**config.mk**
```make
export PLATFORM = sky130hd
export DESIGN_NAME = compressor_error_monitor
export DESIGN_NICKNAME = d
export VERILOG_FILES = /design/src/rtl/compressor_error_monitor.sv
export SDC_FILE = /design/constraint.sdc
export NUM_CORES = 1
export LEC_CHECK = 0
export CAP_MARGIN = 0
export CELL_PAD_IN_SITES_DETAIL_PLACEMENT = 1
export CELL_PAD_IN_SITES_GLOBAL_PLACEMENT = 2
export CORE_AREA = 2 2 69 121
export DETAILED_ROUTE_END_ITERATION = 6
export DIE_AREA = 0 0 71 123
export PLACE_DENSITY_LB_ADDON = 0.1
export SLEW_MARGIN = 10
export SYNTH_ARGS = -nofsm -noshare
export SYNTH_HDL_FRONTEND = slang
export SYNTH_SLANG_ARGS = --single-unit
```
**constraint.sdc**
```tcl
create_clock -name clk -period 3.21 [get_ports clk]
set_input_delay 0.321 -clock clk [delete_from_list [all_inputs] [get_ports clk]]
set_output_delay 0.321 -clock clk [all_outputs]
set_load 0.005 [all_outputs]
```
**src/rtl/compressor_error_monitor.sv**
```systemverilog
// Error-metric monitor for exact/approximate 8:2 compressor result pairs.
// Accepts N_SAMPLES pairs per run and accumulates count, distance, max and first failure.
//
// Ports:
//   clk, rst_n        rising-edge clock, synchronous active-low reset
//   start             one-cycle pulse; clears metrics and starts a run (ignored in RUN)
//   in_valid/in_ready sample handshake; in_ready is high only in RUN
//   in_vector         compressor input pattern tagged to the sample
//   exact_sum         exact compressor output
//   approx_sum        approximate compressor output
//   busy / done       state flags for RUN / DONE
//   sample_count      samples accepted in the current or last run
//   err_count         samples whose sums differ
//   abs_err_total     sum of |exact - approx|
//   max_abs_err       largest |exact - approx|
//   first_err_vector  in_vector of the first mismatch (0 if none)
//   first_err_valid   a mismatch has been recorded this run
//   err_bias_sum      signed sum of (exact - approx); only with ERR_MON_SIGNED_BIAS_EN
//
// Optional feature macro: ERR_MON_SIGNED_BIAS_EN

module compressor_error_monitor #(
    parameter int N_SAMPLES = 256,
    parameter int SUM_W     = 2,
    parameter int VEC_W     = 8,
    parameter int CNT_W     = $clog2(N_SAMPLES + 1)
) (
    input  logic                     clk,
    input  logic                     rst_n,
    input  logic                     start,
    input  logic                     in_valid,
    output logic                     in_ready,
    input  logic [VEC_W-1:0]         in_vector,
    input  logic [SUM_W-1:0]         exact_sum,
    input  logic [SUM_W-1:0]         approx_sum,
    output logic                     busy,
    output logic                     done,
    output logic [CNT_W-1:0]         sample_count,
    output logic [CNT_W-1:0]         err_count,
    output logic [CNT_W+SUM_W-1:0]   abs_err_total,
    output logic [SUM_W-1:0]         max_abs_err,
    output logic [VEC_W-1:0]         first_err_vector,
`ifdef ERR_MON_SIGNED_BIAS_EN
    output logic signed [CNT_W+SUM_W:0] err_bias_sum,
`endif
    output logic                     first_err_valid
);

    typedef enum logic [1:0] {
        IDLE = 2'd0,
        RUN  = 2'd1,
        DONE = 2'd2
    } state_t;

    localparam logic [CNT_W-1:0] LAST_CNT = CNT_W'(N_SAMPLES - 1);

    state_t state;
    state_t state_n;

    logic             accept;
    logic             last;
    logic             clear;
    logic             is_err;
    logic [SUM_W-1:0] abs_err;

    assign accept = in_valid & in_ready;
    assign last   = (sample_count == LAST_CNT);
    assign clear  = start & (state != RUN);

    // Magnitude taken by ordered subtraction; equal to |d| of the
    // SUM_W+1-bit signed difference and never needs the extra bit.
    assign abs_err = (exact_sum >= approx_sum) ?
                     (exact_sum - approx_sum) :
                     (approx_sum - exact_sum);
    assign is_err  = (abs_err != '0);

    // State register
    always_ff @(posedge clk) begin
        if (!rst_n) begin
            state <= IDLE;
        end else begin
            state <= state_n;
        end
    end

    // Next-state logic
    always_comb begin
        state_n = state;
        unique case (state)
            IDLE: begin
                if (start) state_n = RUN;
            end
            RUN: begin
                if (accept && last) state_n = DONE;
            end
            DONE: begin
                if (start) state_n = RUN;
            end
            default: state_n = IDLE;
        endcase
    end

    // Output decode from the state register only
    always_comb begin
        busy     = (state == RUN);
        done     = (state == DONE);
        in_ready = (state == RUN);
    end

    // Metric accumulators
    always_ff @(posedge clk) begin
        if (!rst_n || clear) begin
            sample_count     <= '0;
            err_count        <= '0;
            abs_err_total    <= '0;
            max_abs_err      <= '0;
            first_err_vector <= '0;
            first_err_valid  <= 1'b0;
        end else if (accept) begin
            sample_count <= sample_count + CNT_W'(1);
            if (is_err) begin
                err_count     <= err_count + CNT_W'(1);
                abs_err_total <= abs_err_total + (CNT_W+SUM_W)'(abs_err);
            end
            if (abs_err > max_abs_err) begin
                max_abs_err <= abs_err;
            end
            if (is_err && !first_err_valid) begin
                first_err_vector <= in_vector;
                first_err_valid  <= 1'b1;
            end
        end
    end

`ifdef ERR_MON_SIGNED_BIAS_EN
    localparam int BIAS_W = CNT_W + SUM_W + 1;

    logic signed [SUM_W:0] diff;

    assign diff = $signed({1'b0, exact_sum}) - $signed({1'b0, approx_sum});

    always_ff @(posedge clk) begin
        if (!rst_n || clear) begin
            err_bias_sum <= '0;
        end else if (accept) begin
            err_bias_sum <= err_bias_sum + BIAS_W'(diff);
        end
    end
`endif

endmodule

```
==> key figures, run 1 <==
Synthesis
  – Top_reg_cell synth: sky130_fd_sc_hd__dfxtp_1
  – Leading post-synthesis cells by cell area: sky130_fd_sc_hd__dfxtp_1 41%, sky130_fd_sc_hd__ha_1 6.1%, sky130_fd_sc_hd__o21ai_0 5.1%, sky130_fd_sc_hd__a21oi_1 4.4%, sky130_fd_sc_hd__nand3_1 4.1%
  – Instance count of the mapped netlist: ~240
  – Synthesized Nets: 263
  – Most common cell in the synthesized netlist: sky130_fd_sc_hd__dfxtp_1
  – Top post-synthesis cells by count: 42 x sky130_fd_sc_hd__dfxtp_1, 21 x sky130_fd_sc_hd__nand2_1, 21 x sky130_fd_sc_hd__o21ai_0
  – Netlist area before placement: a little over 0.002 mm^2
  – Post-synthesis async set-or-reset flop share: 0%
  – Post-synthesis sequential element count: 42
  – Dominant cell type by area after synthesis: sky130_fd_sc_hd__dfxtp_1
  – Number of distinct library cells after synthesis: 44
  – Area share of the largest cell type after synthesis: between 40% and 50%
  – Synthesis Warnings: 0
  – Mean post-synth cell area: 8.75 um^2
  – EDFF count, synth: 0
  – Sequential fraction of the synthesis area: about two fifths

Layout
  – Total inserted antenna cells: 0
  – Area of the multi-input gates: approximately 0.0011 mm^2
  – Synth-to-Final Area Change: 43.6%
  – Final design instance area without fill: 0.00295 mm^2
  – Layout cell share with drive strength beyond 1: 8.33%
  – Area of all sequential standard cells: ~840 um^2
  – Filler cell count in the final layout: around 900
  – Number of nets in the finished design: about 330

Clock tree
  – Num CTS Buffers: 5
  – Total number of clock tree sinks: 42
  – TritonCTS clock tree: yes
  – Clock transition at the register clock pins on the worst setup and hold paths after CTS: 60 ps
  – Root buffer selected by CTS: sky130_fd_sc_hd__clkbuf_16
  – Maximum root-to-sink buffer count: 2
  – Deepest level of the CTS H-tree: 2
  – Setup Buffers After CTS: 0
  – Worst-skew pair later-pin latency: between 200 and 300 ps

Floorplan
  – Placeable Area: a little under 0.008 mm^2
  – Initial cell density of the core: a little over a quarter
  – Area of the die: approximately 0.0087 mm^2
  – Floorplan die width: 71 um
  – Die height: 123 um
  – FP Rows: between 40 and 50
  – Number of I/O pins: 59

Timing
  – Final-report setup violation count: 0
  – F_max: 339 MHz
  – Aggregate negative setup slack: 0 ps
  – Share of the clock period used by the worst path after layout: approximately nine tenths
  – Max Slew Vio Count: 0
  – Slew at the pin closest to its max-slew limit: ~600 ps
  – Worst-case hold slack: between 400 and 500 ps
  – Final-report hold violation count: 0
  – Setup repair after global routing missed its margin: false
  – Clock Skews: ~5.6 ps
  – Period minus WS final: around 2900 ps
  – Slew Limit Headroom: 59.7%

Worst setup path
  – Critical Path Slowest Stage Cell: sky130_fd_sc_hd__clkdlybuf4s50_1
  – Crit path DAT: between 3000 and 4000 ps
  – R2R depth: 5
  – R2R Path Start: state[0]
  – Maximum fanout encountered on the critical timing path: 4
  – Element type at the critical path end: flop
  – Timing startpoint of the critical path: exact_sum[0]
  – Worst-path cell chain: clkdlybuf4s50_1 -> inv_1 -> ha_1 -> fa_1 -> and2b_1 -> a221oi_2 -> buf_4 -> fa_1 -> and4_1 -> buf_4 -> nand3_1 -> or3_1 -> a21oi_1
  – Start-to-end type of the worst setup path: in -> reg
  – Required time of the critical path: between 3000 and 4000 ps
  – Critical Path Start Type: input pin
  – Highest cell delay on the worst timing path: approximately 480 ps

Pwr
  – Areal power density over the cells: between 400 and 500 mW/mm^2
  – Leakage dissipation: between 1 and 1.5 nW
  – IR Drop Worst-Case VDD: between 0.2 and 0.25 mV
  – Post-layout total power: roughly 1.3 mW

Placed design
  – Port buffer count: between 50 and 60
  – Detail Placement HPWL: ~4400 um
  – Post-Place Cell Area: between 0.002 and 0.003 mm^2
  – Gp weighted congestion: around 0.72

Hold path
  – Worst hold path stage count: 2
  – Class of the worst hold path: reg -> reg
  – Beginning of the worst hold path: first_err_vector[6]

Drt
  – Number of detailed-route iterations in the first pass: 4
  – Final Routed Wirelength: 5810 um
  – Via count normalized by instance count: ~5.0
  – Remaining antenna violation count: 0
  – DR WL/cell: 14.9 um
  – Initial drt markers: 60
  – Vias: just under 2k
  – Remaining routing DRC violations: 0

Global routing
  – Largest net degree at the start of global routing: 26
  – Number of antenna violations at the first check in global routing: 0
  – Via count of the first global-routing pass: 2,043
  – First-pass GRT wire length: 9900 um
  – Remaining global-route overflow: 0
  – All-Layer GR Usage: 14.6%

Outcome
  – Result of the run: complete, no violations

Run
  – Max Cap Viol: 0
==> cells in the final DEF, fill, tap and decap left out, drive strengths merged, types with 6 or more instances in the layout <==
cell type and instances:
buf 10, nand2 21, clkbuf 6, ha 10, dfxtp 42, or3 12
nor2 14, clkdlybuf4s50 58, inv 12, a21oi 19, nand3 17, o21ai 21
==> cell families (layout without fill, tap and decap cells) <==
family,after synthesis,after routing,synth area share (%)
AO/OA/AOI/OAI,57,57,17.6
flip-flops,42,42,40.9
XOR/XNOR,7,7,2.98
adder cells (fa/ha/maj),12,12,8.03
buffers and inverters,23,88,5.11
multiplexers,5,5,2.43
AND/OR/NAND/NOR,89,89,23.0
==> sequential cells by signal, indices dropped and copies added (netlist names) <==
register and flops:
state 2, first_err_valid 1, err_count 9, abs_err_total 11, max_abs_err 2, first_err_vector 8, sample_count 9
==> worst paths after layout <==
check | endpoint | slack [ps]
worst max register to register | abs_err_total[9] | 1290
worst min register to register | first_err_vector[6] | 470
worst max-delay path | abs_err_total[8] | 260
worst min-delay path | first_err_vector[6] | 470
==> layout make-up <==
cell class | instances | area share, %
Inverter | 12 | 1.52
Sequential cell | 42 | 28.5
Tap cell | 90 | 3.81
Timing Repair Buffer | 68 | 22.6
Clock inverter | 2 | 1.27
Clock buffer | 6 | 4.36
Multi-Input combinational cell | 170 | 38.0
==> critical path: cells and delay by family <==
kind	cells	cell delay, ps
buffers and inverters	4	820
AND/OR/NAND/NOR	4	830
AO/OA/AOI/OAI	2	370
adder cells (fa/ha/maj)	3	810
==> where the power goes <==
part           switching [mW]  total [mW]  internal [mW]  leakage, nW
combinational          0.0729       0.146         0.0728        0.618
sequential            0.00747       0.537          0.529        0.339
clock                   0.217       0.585          0.368       0.0771
==> through the flow <==
stage | worst slack, ps | util [%] | std cells
CTS | 227 | 37.8 | 390
global placement | -2.74 | 35.7 | 382
finish | 263 | 37.9 | 390
global route | 69.0 | 37.9 | 390
detailed placement | -69.0 | 35.7 | 382
floorplan | 327 | - | 235
==> what timing repair did <==
item / 4_1_cts / 5_1_grt
hold buffers: 0 / 0
resized for setup: 0 / 1
setup endpoints to repair: 0 / 1
==> routing by layer <==
layer / share of wire (%) / track usage [%] / wire (um) / up-vias
met2: 57 / 28.2 / 3310 / 42
met1: 37 / 14.6 / 2160 / 949
li1: - / - / - / 964
met4: 2.0 / 6.13 / 114 / 0
met3: 3.7 / 3.26 / 217 / 8
met5: 0 / 0 / 0 / -
Power figures use the tool's default switching activity.
==> run 2: changes to the inputs <==
Settings changed: MAX_ROUTING_LAYER set to met4.
==> run 2 against run 1 <==
Compared with the run above: flip-flop and latch count did not move; combinational power barely moved; setup slack improved by 4.0 ps; hold slack barely moved.
==> key figures, run 2 (synthesis gave the netlist of run 1 again) <==
Outcome
  – Result of the run: complete, no violations

Timing
  – Share of the clock period used by the worst path after layout: 91.7%
  – Slew Limit Headroom: between 50 and 60%
  – Slew at the pin closest to its max-slew limit: 604 ps
  – Final-report hold violation count: 0
  – Clock Skews: between 5 and 6 ps
  – Max Slew Vio Count: 0
  – F_max: around 340 MHz
  – Aggregate negative setup slack: 0 ps
  – Final-report setup violation count: 0
  – Period minus WS final: around 3000 ps
  – Setup repair after global routing missed its margin: false

Placed design
  – Detail Placement HPWL: about 4400 um
  – Port buffer count: just under 60
  – Gp weighted congestion: 0.733

Worst setup path
  – Start-to-end type of the worst setup path: in -> reg
  – Critical Path Slowest Stage Cell: sky130_fd_sc_hd__clkdlybuf4s50_1
  – Critical Path Start Type: input pin
  – Flop-to-flop setup slack: 1300 ps
  – Kind of cell with the highest combined delay on the critical path: buffers and inverters
  – Worst path depth: 13
  – Highest cell delay on the worst timing path: between 400 and 500 ps
  – End of the worst register-to-register path: abs_err_total[9]
  – R2R Path Start: state[0]
  – Crit path DAT: roughly 3200 ps
  – Buffer and inverter count on the worst path: 4
  – Timing startpoint of the critical path: exact_sum[0]
  – Required time of the critical path: approximately 3400 ps
  – Maximum fanout encountered on the critical timing path: 4
  – R2R depth: 5
  – Element type at the critical path end: flop
  – Capturing instance or port of the critical path: abs_err_total[8]
  – Worst-path cell chain: clkdlybuf4s50_1 -> inv_1 -> ha_1 -> fa_1 -> and2b_1 -> a221oi_2 -> buf_4 -> fa_1 -> and4_1 -> buf_4 -> nand3_1 -> or3_1 -> a21oi_1

Clock tree
  – Deepest level of the CTS H-tree: 2
  – Worst-skew pair later-pin latency: roughly 290 ps
  – Total number of clock tree sinks: 42
  – Num CTS Buffers: 5
  – TritonCTS clock tree: yes
  – Root buffer selected by CTS: sky130_fd_sc_hd__clkbuf_16
  – Setup Buffers After CTS: 0
  – Maximum root-to-sink buffer count: 2
  – Clock transition at the register clock pins on the worst setup and hold paths after CTS: ~60 ps

Layout
  – Largest registers: abs_err_total x11, err_count x9, sample_count x9
  – Most frequent standard cell in the layout excluding fill and tap cells: sky130_fd_sc_hd__clkdlybuf4s50_1
  – Layout cell share with drive strength beyond 1: under 10%
  – Top library cells by usage in the layout, fill and taps aside: 58 x sky130_fd_sc_hd__clkdlybuf4s50_1, 42 x sky130_fd_sc_hd__dfxtp_1, 21 x sky130_fd_sc_hd__nand2_1
  – Synth-to-Final Area Change: 43.6%
  – Number of flip-flops in the largest register: 11
  – Number of nets in the finished design: roughly 330
  – Filler cell count in the final layout: roughly 920
  – Largest Register: abs_err_total
  – Total inserted antenna cells: 0

Floorplan
  – Floorplan die width: between 70 and 80 um
  – Number of I/O pins: 59
  – FP Rows: 43
  – Placeable Area: 0.00780 mm^2
  – Area of the die: 0.00873 mm^2
  – Die height: between 100 and 150 um
  – Initial cell density of the core: about a quarter

Pwr
  – Areal power density over the cells: 429 mW/mm^2
  – Leakage dissipation: around 1.0 nW
  – IR Drop Worst-Case VDD: about 0.24 mV
  – Post-layout total power: about 1.3 mW

Drt
  – Vias: between 1.5k and 2k
  – Remaining antenna violation count: 0
  – Initial drt markers: 54
  – Number of detailed-route iterations in the first pass: 4
  – Remaining routing DRC violations: 0
  – DR WL/cell: 14.9 um
  – Via count normalized by instance count: 5.05
  – Final Routed Wirelength: just under 6000 um

Run
  – Max Cap Viol: 0

Global routing
  – First-pass GRT wire length: around 10000 um
  – Largest net degree at the start of global routing: 26
  – Number of antenna violations at the first check in global routing: 0
  – Via count of the first global-routing pass: between 2k and 2.5k
  – Remaining global-route overflow: 0
  – All-Layer GR Usage: ~15%

Hold path
  – Class of the worst hold path: reg -> reg
  – Worst hold path stage count: 2
==> run 2: cell counts in the layout (fill, tap and decap cells not counted) <==
No cell type changed its count.
==> run 2: worst min-delay path by stage <==
stage	from	slack, ps	to
finish	first_err_vector[6]	470	first_err_vector[6]
global route	first_err_vector[0]	500	first_err_vector[0]
CTS	first_err_vector[6]	480	first_err_vector[6]
detailed placement	first_err_vector[6]	470	first_err_vector[6]
global placement	first_err_vector[1]	460	first_err_vector[1]
floorplan	rst_n	450	state[0]
==> run 2: cell type report <==
class                           instances  area (um^2)  area share (%)
Clock buffer                            6          129            4.36
Clock inverter                          2         37.5            1.27
Multi-Input combinational cell        170         1120            38.0
Inverter                               12         45.0            1.52
Sequential cell                        42          841            28.5
Timing Repair Buffer                   68          668            22.6
Tap cell                               90          113            3.81
==> run 2: per-layer routing <==
layer,vias to the layer above,routed length [um],GRT usage (%)
met4,0,115,6.13
met3,8,198,2.93
met5,-,0,-
met1,958,2200,14.8
met2,42,3300,28.2
li1,963,-,-
==> run 2: worst reg2reg max path: stages (launching register included) <==
cell	delay, ps
sky130_fd_sc_hd__dfxtp_1	400
sky130_fd_sc_hd__and3b_2	400
sky130_fd_sc_hd__o211ai_2	180
sky130_fd_sc_hd__buf_4	210
sky130_fd_sc_hd__or4_1	500
sky130_fd_sc_hd__a21oi_1	140
==> run 2: where the power goes <==
part / internal [mW] / switching [mW]
clock network: 0.368 / 0.216
registers: 0.529 / 0.00743
logic: 0.0728 / 0.0732
==> run 2: what timing repair did <==
action,CTS,global route
hold buffers,0,0
endpoints found under the setup margin,0,1
resized for setup,0,1
hold endpoints to repair,0,0
==> run 2: through the flow <==
step | hold WS [ps] | setup slack (ps) | instances | utilization, % | instance area, um^2
3_3_place_gp | 456 | -2.74 | 382 | 35.7 | 2780
2_1_floorplan | 449 | 327 | 235 | - | 2060
5_1_grt | 503 | 69.0 | 390 | 37.9 | 2950
3_5_place_dp | 466 | -69.0 | 382 | 35.7 | 2780
6_report | 471 | 267 | 390 | 37.9 | 2950
4_1_cts | 478 | 227 | 390 | 37.8 | 2950
